<file path="config.mk">
export PLATFORM = sky130hd
export DESIGN_NAME = pc_seq
export DESIGN_NICKNAME = d
export VERILOG_FILES = /design/src/rtl/pc_pkg.sv /design/src/rtl/ret_stack.sv /design/src/rtl/pc_seq.sv
export SDC_FILE = /design/constraint.sdc
export NUM_CORES = 1
export LEC_CHECK = 0
export CORE_MARGIN = 2
export CORE_UTILIZATION = 44
export CTS_BUF_LIST = sky130_fd_sc_hd__clkbuf_4 sky130_fd_sc_hd__clkbuf_8
export DETAILED_ROUTE_END_ITERATION = 6
export PLACE_DENSITY = 0.78
export SLEW_MARGIN = 20
export SYNTH_ARGS = -nofsm -noshare
export SYNTH_HDL_FRONTEND = slang
export SYNTH_SLANG_ARGS = --single-unit
</file>
<file path="constraint.sdc">
create_clock -name clk -period 1.95 [get_ports clk]
set_input_delay 0.39 -clock clk [delete_from_list [all_inputs] [get_ports clk]]
set_output_delay 0.39 -clock clk [all_outputs]
set_load 0.005 [all_outputs]
</file>
<file path="src/rtl/pc_pkg.sv">
// rtl/pc_pkg.sv - shared types and default constants for the pc_seq fetch sequencer
package pc_pkg;

    typedef enum logic [1:0] {
        IDLE = 2'd0,
        RUN  = 2'd1,
        HALT = 2'd2
    } pc_state_t;

    localparam int PC_D           = 12;
    localparam int PC_STACK_DEPTH = 4;
    localparam int PC_CNT_W       = 16;
    localparam int PC_RESET_ADDR  = 0;

endpackage

</file>
<file path="src/rtl/ret_stack.sv">
// rtl/ret_stack.sv - LIFO of return addresses with push, pop, clear, full and empty
module ret_stack #(
    parameter int D     = 12,
    parameter int DEPTH = 4
) (
    input  logic         clk,
    input  logic         reset,
    input  logic         clear,
    input  logic         push,
    input  logic         pop,
    input  logic [D-1:0] push_data,
    output logic [D-1:0] top_data,
    output logic         full,
    output logic         empty
);

    localparam int PTR_W = $clog2(DEPTH);

    logic [D-1:0]   r_mem [DEPTH];
    logic [PTR_W:0] r_sp;
    logic [PTR_W-1:0] w_top_idx;
    logic             w_do_push;
    logic             w_do_pop;

    assign full      = (r_sp == (PTR_W+1)'(DEPTH));
    assign empty     = (r_sp == '0);
    assign w_top_idx = PTR_W'(r_sp - 1'b1);
    assign top_data  = r_mem[w_top_idx];
    // Overflowing pushes and underflowing pops are dropped; the caller flags them.
    assign w_do_push = push && !full;
    assign w_do_pop  = pop && !empty;

    // Stack pointer counts live entries; reset and clear both empty the stack.
    always_ff @(posedge clk) begin
        if (reset || clear) begin
            r_sp <= '0;
        end else if (w_do_push) begin
            r_sp <= r_sp + 1'b1;
        end else if (w_do_pop) begin
            r_sp <= r_sp - 1'b1;
        end
    end

    // Entry storage is written at the current pointer on an accepted push.
    always_ff @(posedge clk) begin
        if (!reset && !clear && w_do_push) begin
            r_mem[r_sp[PTR_W-1:0]] <= push_data;
        end
    end

endmodule

</file>
<file path="src/rtl/pc_seq.sv">
// rtl/pc_seq.sv - fetch-stage program-counter sequencer; return stack built only with PC_CALL_STACK_EN
module pc_seq
    import pc_pkg::*;
#(
    parameter int D           = PC_D,
    parameter int STACK_DEPTH = PC_STACK_DEPTH,
    parameter int CNT_W       = PC_CNT_W
) (
    input  logic             clk,
    input  logic             reset,
    input  logic             start,
    input  logic             stall,
    input  logic             branch_en,
    input  logic             taken,
    input  logic             call_en,
    input  logic             ret_en,
    input  logic             halt_en,
    input  logic [D-1:0]     target,
    output logic [D-1:0]     prog_ctr,
    output logic             fetch_valid,
    output logic             done,
    output logic [CNT_W-1:0] instr_cnt,
    output logic             stack_err
);

    pc_state_t        r_state;
    pc_state_t        w_state_nxt;
    logic [D-1:0]     r_pc;
    logic [D-1:0]     w_pc_nxt;
    logic [D-1:0]     w_pc_inc;
    logic [CNT_W-1:0] r_cnt;
    logic [CNT_W-1:0] w_cnt_nxt;
    logic [CNT_W-1:0] w_cnt_sat;
    logic             r_err;
    logic             w_err_nxt;
    logic             w_push;
    logic             w_pop;
    logic             w_clear;

    assign w_pc_inc  = r_pc + 1'b1;
    assign w_cnt_sat = (r_cnt == '1) ? r_cnt : r_cnt + 1'b1;

`ifdef PC_CALL_STACK_EN
    logic [D-1:0] w_stk_top;
    logic         w_stk_full;
    logic         w_stk_empty;

    ret_stack #(
        .D     (D),
        .DEPTH (STACK_DEPTH)
    ) u_ret_stack (
        .clk       (clk),
        .reset     (reset),
        .clear     (w_clear),
        .push      (w_push),
        .pop       (w_pop),
        .push_data (w_pc_inc),
        .top_data  (w_stk_top),
        .full      (w_stk_full),
        .empty     (w_stk_empty)
    );
`else
    logic w_unused_stack;
    assign w_unused_stack = w_push ^ w_pop ^ w_clear ^ (STACK_DEPTH == 0);
`endif

    // Next state, next PC, retire count and stack control from strict-priority decode.
    always_comb begin
        w_state_nxt = r_state;
        w_pc_nxt    = r_pc;
        w_cnt_nxt   = r_cnt;
        w_err_nxt   = r_err;
        w_push      = 1'b0;
        w_pop       = 1'b0;
        w_clear     = 1'b0;
        case (r_state)
            IDLE: begin
                if (start) begin
                    w_state_nxt = RUN;
                    w_pc_nxt    = D'(PC_RESET_ADDR);
                end
            end
            RUN: begin
                if (!stall) begin
                    if (halt_en) begin
                        w_state_nxt = HALT;
                    end else begin
                        w_cnt_nxt = w_cnt_sat;
                        if (ret_en) begin
`ifdef PC_CALL_STACK_EN
                            if (w_stk_empty) begin
                                w_pc_nxt  = w_pc_inc;
                                w_err_nxt = 1'b1;
                            end else begin
                                w_pc_nxt = w_stk_top;
                                w_pop    = 1'b1;
                            end
`else
                            w_pc_nxt = w_pc_inc;
`endif
                        end else if (call_en) begin
`ifdef PC_CALL_STACK_EN
                            if (w_stk_full) begin
                                w_err_nxt = 1'b1;
                            end else begin
                                w_push = 1'b1;
                            end
`endif
                            w_pc_nxt = target;
                        end else if (branch_en && taken) begin
                            w_pc_nxt = target;
                        end else begin
                            w_pc_nxt = w_pc_inc;
                        end
                    end
                end
            end
            HALT: begin
                // Restart from HALT ignores stall and wipes all run history.
                if (start) begin
                    w_state_nxt = RUN;
                    w_pc_nxt    = D'(PC_RESET_ADDR);
                    w_cnt_nxt   = '0;
                    w_err_nxt   = 1'b0;
                    w_clear     = 1'b1;
                end
            end
            default: begin
                w_state_nxt = IDLE;
            end
        endcase
    end

    // FSM state register.
    always_ff @(posedge clk) begin
        if (reset) begin
            r_state <= IDLE;
        end else begin
            r_state <= w_state_nxt;
        end
    end

    // PC, retire counter and sticky stack error registers.
    always_ff @(posedge clk) begin
        if (reset) begin
            r_pc  <= D'(PC_RESET_ADDR);
            r_cnt <= '0;
            r_err <= 1'b0;
        end else begin
            r_pc  <= w_pc_nxt;
            r_cnt <= w_cnt_nxt;
            r_err <= w_err_nxt;
        end
    end

    assign prog_ctr    = r_pc;
    assign fetch_valid = (r_state == RUN);
    assign done        = (r_state == HALT);
    assign instr_cnt   = r_cnt;
`ifdef PC_CALL_STACK_EN
    assign stack_err   = r_err;
`else
    assign stack_err   = 1'b0;
`endif

endmodule

</file>
[Yosys cells after proc, flatten, opt, wreduce, memory -nomap -nowiden]
Cells that the tools add are included.
Operators by class
  equal/unequal tests: 9
  reduce and logical (&&, ||, !) cells: 8
  add/subtract/negate cells: 2
  muxes and demuxes: 16
Operators by type and width (count)
  two-way mux 12 bit: 6
  two-way mux 16 bit: 4
  one-hot mux 16 bit (2 select lines): 1
  one-hot mux 12 bit (2 select lines): 1
  adder 16 x 1 -> 16 bit, second input constant: 1
  equality test 16 bit, second input constant: 1
  adder 12 x 1 -> 12 bit, second input constant: 1
  inequality test 2 bit, second input constant: 5
  two-way mux 2 bit: 3
  AND reduction 5 bit: 1
  one-hot mux 2 bit (2 select lines): 1
  AND reduction 4 bit: 1
  nonzero test 2 bit: 2
  AND reduction 3 bit: 1
  equality test 2 x 1 -> 1 bit, second input constant: 1
  equality test 2 bit, second input constant: 1
  zero test 2 bit: 1
  inequality test 2 x 1 -> 1 bit, second input constant: 1
  OR reduction 2 bit: 1
  logical AND 1 bit: 1
Storage, ports and cells
  logic and storage cells: 38
  output and inout bits: 31
  flip-flop bits (word level): 30

[Longest topological paths before layout]
Gate-level depths: netlist of run 1.
  depth in word-level cells: 7
  gate-level depth with buffers: 6
  gate-level depth less buffers: 5

[Worst setup path before layout of run 1]
Ideal clock, no wire load.
  kind: input to register
  start: input halt_en
  end: register r_cnt[15], in the netlist instr_cnt[15]
  cell stages on the path: 5
  arrival time: 1972 ps
  setup slack: -92 ps
  path buffers: 1
  required time: 1880 ps
  cell sequence: or4b_1 > buf_2 > a311o_1 > or4_1 > a21oi_1
Between the ends
  word-level cells in the longest chain between the ends: 2
RTL lines
  start, declared: RTL line pc_seq.sv:17  | input logic halt_en,
  inequality test 2 bit (no source line)
  AND reduction 5 bit (no source line)
  end signal, assigned: RTL line pc_seq.sv:151  | r_cnt <= w_cnt_nxt;
  end, declared: RTL line pc_seq.sv:31  | logic [CNT_W-1:0] r_cnt;
Every way passes these cells.
A chain may end at the register's enable or synchronous reset.

[Worst setup path after layout of run 1]
  start: register r_state[1]
  end: output fetch_valid
Between the ends
  word-level cells in the longest chain between the ends: 1
RTL lines
  start, declared: RTL line pc_seq.sv:26  | pc_state_t r_state;
  start signal, assigned: RTL line pc_seq.sv:139  | r_state <= w_state_nxt;
  equality test 2 x 1 -> 1 bit: RTL line pc_seq.sv:157  | assign fetch_valid = (r_state == RUN);
  end, declared: RTL line pc_seq.sv:20  | output logic fetch_valid,
Every way passes these cells.

==> results.toml, run 1 <==
[logic_synthesis]
netlist-cell-type-count = 49
postSynthCellCount = 229
synthesis.nets = 252
ys_warn_count = 0
synth_seq_cells = 30
syn-cell-area_um2 = 1810
ys_seq_area_share_pct = 33.2
synthFlopType = "dfxtp_1"
ys_async_sr_fraction_pct = 0
syn_avg_cell_area_um2 = 7.89
synth_edf_count = 0

[finish]
seqCellArea_um2 = 602
fillers = 362
syn2layout_area_growth_pct = 45.8
multi_input_area_um2 = 1130
drive_gt1_share_pct = 13.9
antenna_cells = 0
nets = 326
final_area_um2 = 2630

[worst_setup_path]
end_kind = "primary output"
cp_cell_sequence = "buf_4 > and2b_1 > clkdlybuf4s50_1"
crit_required_ns = 1.56
crit_start = "r_state[1]$_SDFFE_PP0P_"
crit_type = "register to primary output"
cp-endpoint = "fetch_valid"
reg2regPathDepth = 4
crit_buf_inv = 2
r2r_end = "instr_cnt[13]$_SDFFE_PP0P_"
cp.arrival_ns = 1.49
r2r_start = "r_state[1]$_SDFFE_PP0P_"
cp_top_family = "buffers and inverters"
ff2ff_setup_slack_ns = 0.08
crit_path_top_delay_cell = "clkdlybuf4s50_1"
worst-path-stages = 3
cp_max_fo = 5
crit_path_start_kind = "register"
cpPeakStageDelay_ns = 0.51

[grt]
antenna_found_initial = 0
grt.overflow.total = 0
grt_use_total_pct = 24.5
grt_pass1_wl_um = 8670
grt_max_degree = 17
grt_pass1_vias = 1958

[sta]
hold_viol_final = 0
fin_skew_ns = 0.00409
period_needed_ns = 1.88
drv_slew = 0
relSlewSlack_pct = 54.9
finalSetupViolCount = 0
rsz0062_at_grt = "false"
fin_crit_sh_pct = 96.2
worst_pin_slew_ns = 0.674
fin_setup_tns_ns = 0
fmax_mhz = 533

[clock_tree]
cts-root-buf = "clkbuf_8"
cts_tree = "done"
ctsHoldBuffers = 0
cts_buffer_depth = 2
cts_buffers = 5
post-cts-setup-buffer-count = 0
path_clk_slew_ns = 0.06
htreeDepth = 2
clock_latency_ns = 0.28
clkSinkCount = 30

[die]
die_area_um2 = 4630
fp.dieW_um = 68.1
row_count = 23
die_height_um = 68.1
start_util_pct = 45.5
core-area_um2 = 3970
pin_count = 52

[placement]
place_hpwl_um = 3960
io_buffers = 50
placed_area_um2 = 2540
globalplace.congestion = 0.920

[power_and_ir_drop]
p_clk_share_pct = 37.7
leakage_nw = 0.960
ir_drop_mv = 0.401
power.share.combinational_pct = 14.1
power.internal_w = 0.000991
seqPwrFrac_pct = 48.3
swShare_pct = 23.6
power.density_nw_per_um2 = 493
p_sw_w = 0.000306

[detailed_routing]
drt_wl_total_um = 5240
wl_per_cell_um = 14.8
vias = 2073
route.detailed.drc = 0
vias_per_cell = 5.87
dr.pass1.iters = 4
ant_nets = 0
drtIter0Drc = 163

[min_path]
min_path_type = "register to register"
hp-start = "prog_ctr[8]$_SDFFE_PP0P_"

[run_status]
status = "completed"

[run]
cap_violations = 0
layer usage:
layer	track usage [%]	wire, µm	share of wire [%]	up-vias
met2	40.8	2490	48	65
li1	-	-	-	1024
met3	4.28	333	6.4	7
met1	31.9	2340	45	977
met4	8.00	70	1.3	0
met5	0	0	0	-
worst reg2reg max path, stage by stage (launching register included):
cell     delay, ns
dfxtp_1       0.32
or4b_4        0.55
a311o_1       0.39
or4_1         0.43
a21oi_2       0.12
how the worst min path moves through the flow:
| stage | end | slack, ns | cells after the start |
|---|---|---|---|
| after detailed placement | prog_ctr[8]$_SDFFE_PP0P_ | 0.49 | 2 |
| after global routing | instr_cnt[3]$_SDFFE_PP0P_ | 0.53 | 2 |
| after floorplan | instr_cnt[6]$_SDFFE_PP0P_ | 0.48 | 2 |
| after CTS | prog_ctr[8]$_SDFFE_PP0P_ | 0.51 | 2 |
| after global placement | instr_cnt[6]$_SDFFE_PP0P_ | 0.48 | 2 |
| final | prog_ctr[8]$_SDFFE_PP0P_ | 0.51 | 2 |
logic make-up after synthesis:
family,share of synthesized area (%)
multiplexers,4.99
adder cells (fa/ha/maj),1.38
flip-flops,33.2
buffers and inverters,5.12
AND/OR/NAND/NOR,28.5
other,0.208
AO/OA/AOI/OAI,26.6
cell type report:
class / instances / area share [%]
Timing Repair Buffer: 79 / 27.2
Sequential cell: 30 / 22.9
Clock buffer: 7 / 3.18
Multi-Input combinational cell: 176 / 42.8
Inverter: 11 / 1.57
Tap cell: 50 / 2.38
sequential cells by signal, summed over array words and instances, names as in the netlist:
register and count:
prog_ctr 12, instr_cnt 16, r_state 2
per-stage QoR:
step                hold WS [ns]  worst slack, ns  instances  utilization [%]  total power [W]
detailed placement         0.494           -0.371        346             64.0         0.000820
CTS                        0.507          0.00780        353             66.2          0.00131
global route               0.529          0.00395        353             66.3          0.00135
finish                     0.506           0.0731        353             66.3          0.00130
global placement           0.483           -0.353        346             64.0         0.000817
floorplan                  0.475           0.0322        229                -         0.000712
timing repair:
action                                  4_1_cts  5_1_grt
gates cloned                                  0        0
pin swaps                                     4        3
endpoints found under the setup margin        4        1
gates resized for setup                       5        1
power groups by stage:
stage / clock network [W] / registers [W] / logic (W)
2_1_floorplan: 0 / 0.000638 / 0.0000733
3_3_place_gp: 0 / 0.000638 / 0.000178
3_5_place_dp: 0 / 0.000639 / 0.000181
4_1_cts: 0.000501 / 0.000626 / 0.000182
5_1_grt: 0.000522 / 0.000627 / 0.000199
6_report: 0.000489 / 0.000626 / 0.000182
placed cells by master (no fill, tap or decap), drive strengths merged, types with 9 or more instances in the layout:
cell type	Yosys	routed
a21oi	19	19
buf	3	29
clkdlybuf4s50	0	48
dfxtp	30	30
inv	10	10
mux2i	9	9
nand2	21	21
nand3	14	14
o21ai	11	11
Yosys cell counts (all sizes together) (3+ instances only):
cell     n  area [µm²]
a21o     3        22.5
a21oi   19        95.1
a31oi    7        43.8
a32oi    3        26.3
and3     7        43.8
and4     4        35.0
buf      3        17.5
clkbuf   9        33.8
dfxtp   30         601
inv     10        37.5
mux2i    9        90.1
nand2   21        78.8
nand2b   8        50.1
nand3   14        70.1
nand4    8        50.1
nor2     6        22.5
nor3     6        30.0
o21ai   11        55.1
o22ai    3        18.8
o31ai    5        37.5
or4      6        45.0
No activity file was read; power rests on OpenSTA's default activity.
==> run 2: changes to the inputs <==
--- a/config.mk
+++ b/config.mk
@@ -10,6 +10,7 @@
 export CTS_BUF_LIST = sky130_fd_sc_hd__clkbuf_4 sky130_fd_sc_hd__clkbuf_8
 export DETAILED_ROUTE_END_ITERATION = 6
 export PLACE_DENSITY = 0.78
+export SKIP_LAST_GASP = 1
 export SLEW_MARGIN = 20
 export SYNTH_ARGS = -nofsm -noshare
 export SYNTH_HDL_FRONTEND = slang
==> results of run 2 <==
Final layout, timing and power as in run 1 (identical DEF).
==> run 3: changes to the inputs <==
--- a/config.mk
+++ b/config.mk
@@ -5,9 +5,9 @@
 export SDC_FILE = /design/constraint.sdc
 export NUM_CORES = 1
 export LEC_CHECK = 0
-export CORE_MARGIN = 2
 export CORE_UTILIZATION = 44
 export CTS_BUF_LIST = sky130_fd_sc_hd__clkbuf_4 sky130_fd_sc_hd__clkbuf_8
+export CTS_CLUSTER_SIZE = 24
 export DETAILED_ROUTE_END_ITERATION = 6
 export PLACE_DENSITY = 0.78
 export SKIP_LAST_GASP = 1
==> run 3 against run 2 <==
  * Register-to-register slack about the same
  * Hold slack worse by 0.014 ns
  * Critical path type is now primary input to register
  * Combinational power about the same
  * Non-clock buffer count up 1
  * Setup slack worse by 0.011 ns
  * First-iteration DRC count up 25%
  * Highest routed layer unchanged
  * Clock skew up 0.0026 ns
  * Via count up 1.8%
==> results.toml, run 3 (synthesis gave the netlist of run 1 again) <==
[clock_tree]
cts_buffers = 5
cts_tree = "done"
cts_buffer_depth = 2
htreeDepth = 2
clkSinkCount = 30
ctsHoldBuffers = 0
clock_latency_ns = 0.29
cts-root-buf = "clkbuf_8"
path_clk_slew_ns = 0.07

[sta]
hold_ws_ns = 0.492
period_needed_ns = 1.89
hold_viol_final = 0
finalSetupViolCount = 0
drv_slew = 0
rsz0062_at_grt = "false"
worst_pin_slew_ns = 0.641
fin_crit_sh_pct = 96.8
relSlewSlack_pct = 57.1
fin_skew_ns = 0.00667
fmax_mhz = 530
fin_ws_ns = 0.0621

[placement]
placed_area_um2 = 2540
globalplace.congestion = 0.874
place_hpwl_um = 3860
io_buffers = 50
pre_cts_slack_ns = -0.364

[grt]
antenna_found_initial = 0
grt_pass1_vias = 1905
grt_pass1_wl_um = 8740
grt_use_total_pct = 26.2
grt_max_degree = 15
grt.overflow.total = 0

[worst_setup_path]
crit_type = "primary input to register"
crit_required_ns = 2.17
crit_path_top_delay_cell = "or4b_4"
cpPeakStageDelay_ns = 0.53
end_kind = "register"
cp.arrival_ns = 2.11
cp_max_fo = 4
cp_cell_sequence = "dlygate4sd2_1 > or4b_4 > a311o_1 > or4_1 > a21oi_1"
crit_path_start_kind = "primary input"

[power_and_ir_drop]
power.density_nw_per_um2 = 509
p_total_w = 0.00135
power.internal_w = 0.00101
seqPwrFrac_pct = 46.4
swShare_pct = 24.8
ir_drop_mv = 0.451
power.share.combinational_pct = 13.3
p_clk_share_pct = 40.3
p_sw_w = 0.000334
leakage_nw = 0.971

[finish]
final_common_cell = "clkdlybuf4s50_1"
fillers = 337
multi_input_area_um2 = 1120
antenna_cells = 0
drive_gt1_share_pct = 14.4
final_area_um2 = 2650
utilization_pct = 69.7
syn2layout_area_growth_pct = 46.5
nets = 327
seqCellArea_um2 = 602
final_cell_mix = "48 x clkdlybuf4s50_1, 30 x buf_4, 29 x dfxtp_1, 21 x nand2_1, 19 x a21oi_1"
largest_reg_flops = 16

[detailed_routing]
vias_per_cell = 5.98
wl_per_cell_um = 14.8
wl_met2_um = 2410
top_layer = "met4"
wl_met3_um = 362
drtIter0Drc = 204
route.detailed.drc = 0
met1_length_um = 2420
dr.pass1.iters = 5
vias = 2111
ant_nets = 0
drt_wl_total_um = 5240

[min_path]
min_path_type = "register to register"

[die]
die_area_um2 = 4370
pin_count = 52
core-area_um2 = 3800
die_height_um = 66.1
start_util_pct = 47.6
row_count = 22
fp.dieW_um = 66.1

[run]
cap_violations = 0

[run_status]
status = "completed"
## run 3: area by class of cell
class                   count  area share, %
well taps                  48           2.27
flip-flops and latches     30           22.7
clock buffers               7           3.40
clock inverters             1          0.189
repair buffers             80           27.3
inverters                  11           1.56
multi-input cells         176           42.5
## run 3: timing repair
item / in CTS / in global routing
resized for setup: 3 / 2
setup buffers: 1 / 0
cloned: 0 / 0
setup endpoints to repair: 3 / 1
pin swaps: 4 / 1
## run 3: power by group through the flow
stage	clock (W)	combinational (W)	sequential, W
3_5_place_dp	0	0.000177	0.000639
2_1_floorplan	0	0.0000733	0.000638
6_report	0.000543	0.000179	0.000625
5_1_grt	0.000578	0.000195	0.000626
4_1_cts	0.000548	0.000178	0.000625
3_3_place_gp	0	0.000175	0.000639
## run 3: metrics by stage
stage,TNS [ns],cells
floorplan,0,229
global placement,-3.56,344
detailed placement,-4.17,344
CTS,0,353
global route,0,353
finish,0,353
## run 3: worst paths after layout
kind	from	to	slack, ns	cells past startpoint
max reg2reg	r_state[1]$_SDFFE_PP0P_	instr_cnt[15]$_SDFFE_PP0P_	0.07	4
max	stall	instr_cnt[15]$_SDFFE_PP0P_	0.06	5
min reg2reg	instr_cnt[6]$_SDFFE_PP0P_	instr_cnt[6]$_SDFFE_PP0P_	0.49	2
min	instr_cnt[6]$_SDFFE_PP0P_	instr_cnt[6]$_SDFFE_PP0P_	0.49	2
## run 3: routing by layer
| metal | GRT usage, % | vias up |
|---|---|---|
| met3 | 4.83 | 7 |
| li1 | - | 1026 |
| met5 | 0 | - |
| met2 | 41.3 | 83 |
| met4 | 7.71 | 0 |
| met1 | 36.0 | 995 |
## run 3: worst max-delay path, delay by kind of cell
family	cells	cell delay [ns]
compound gates	2	0.47
buf+inv	1	0.24
simple gates	2	1.01
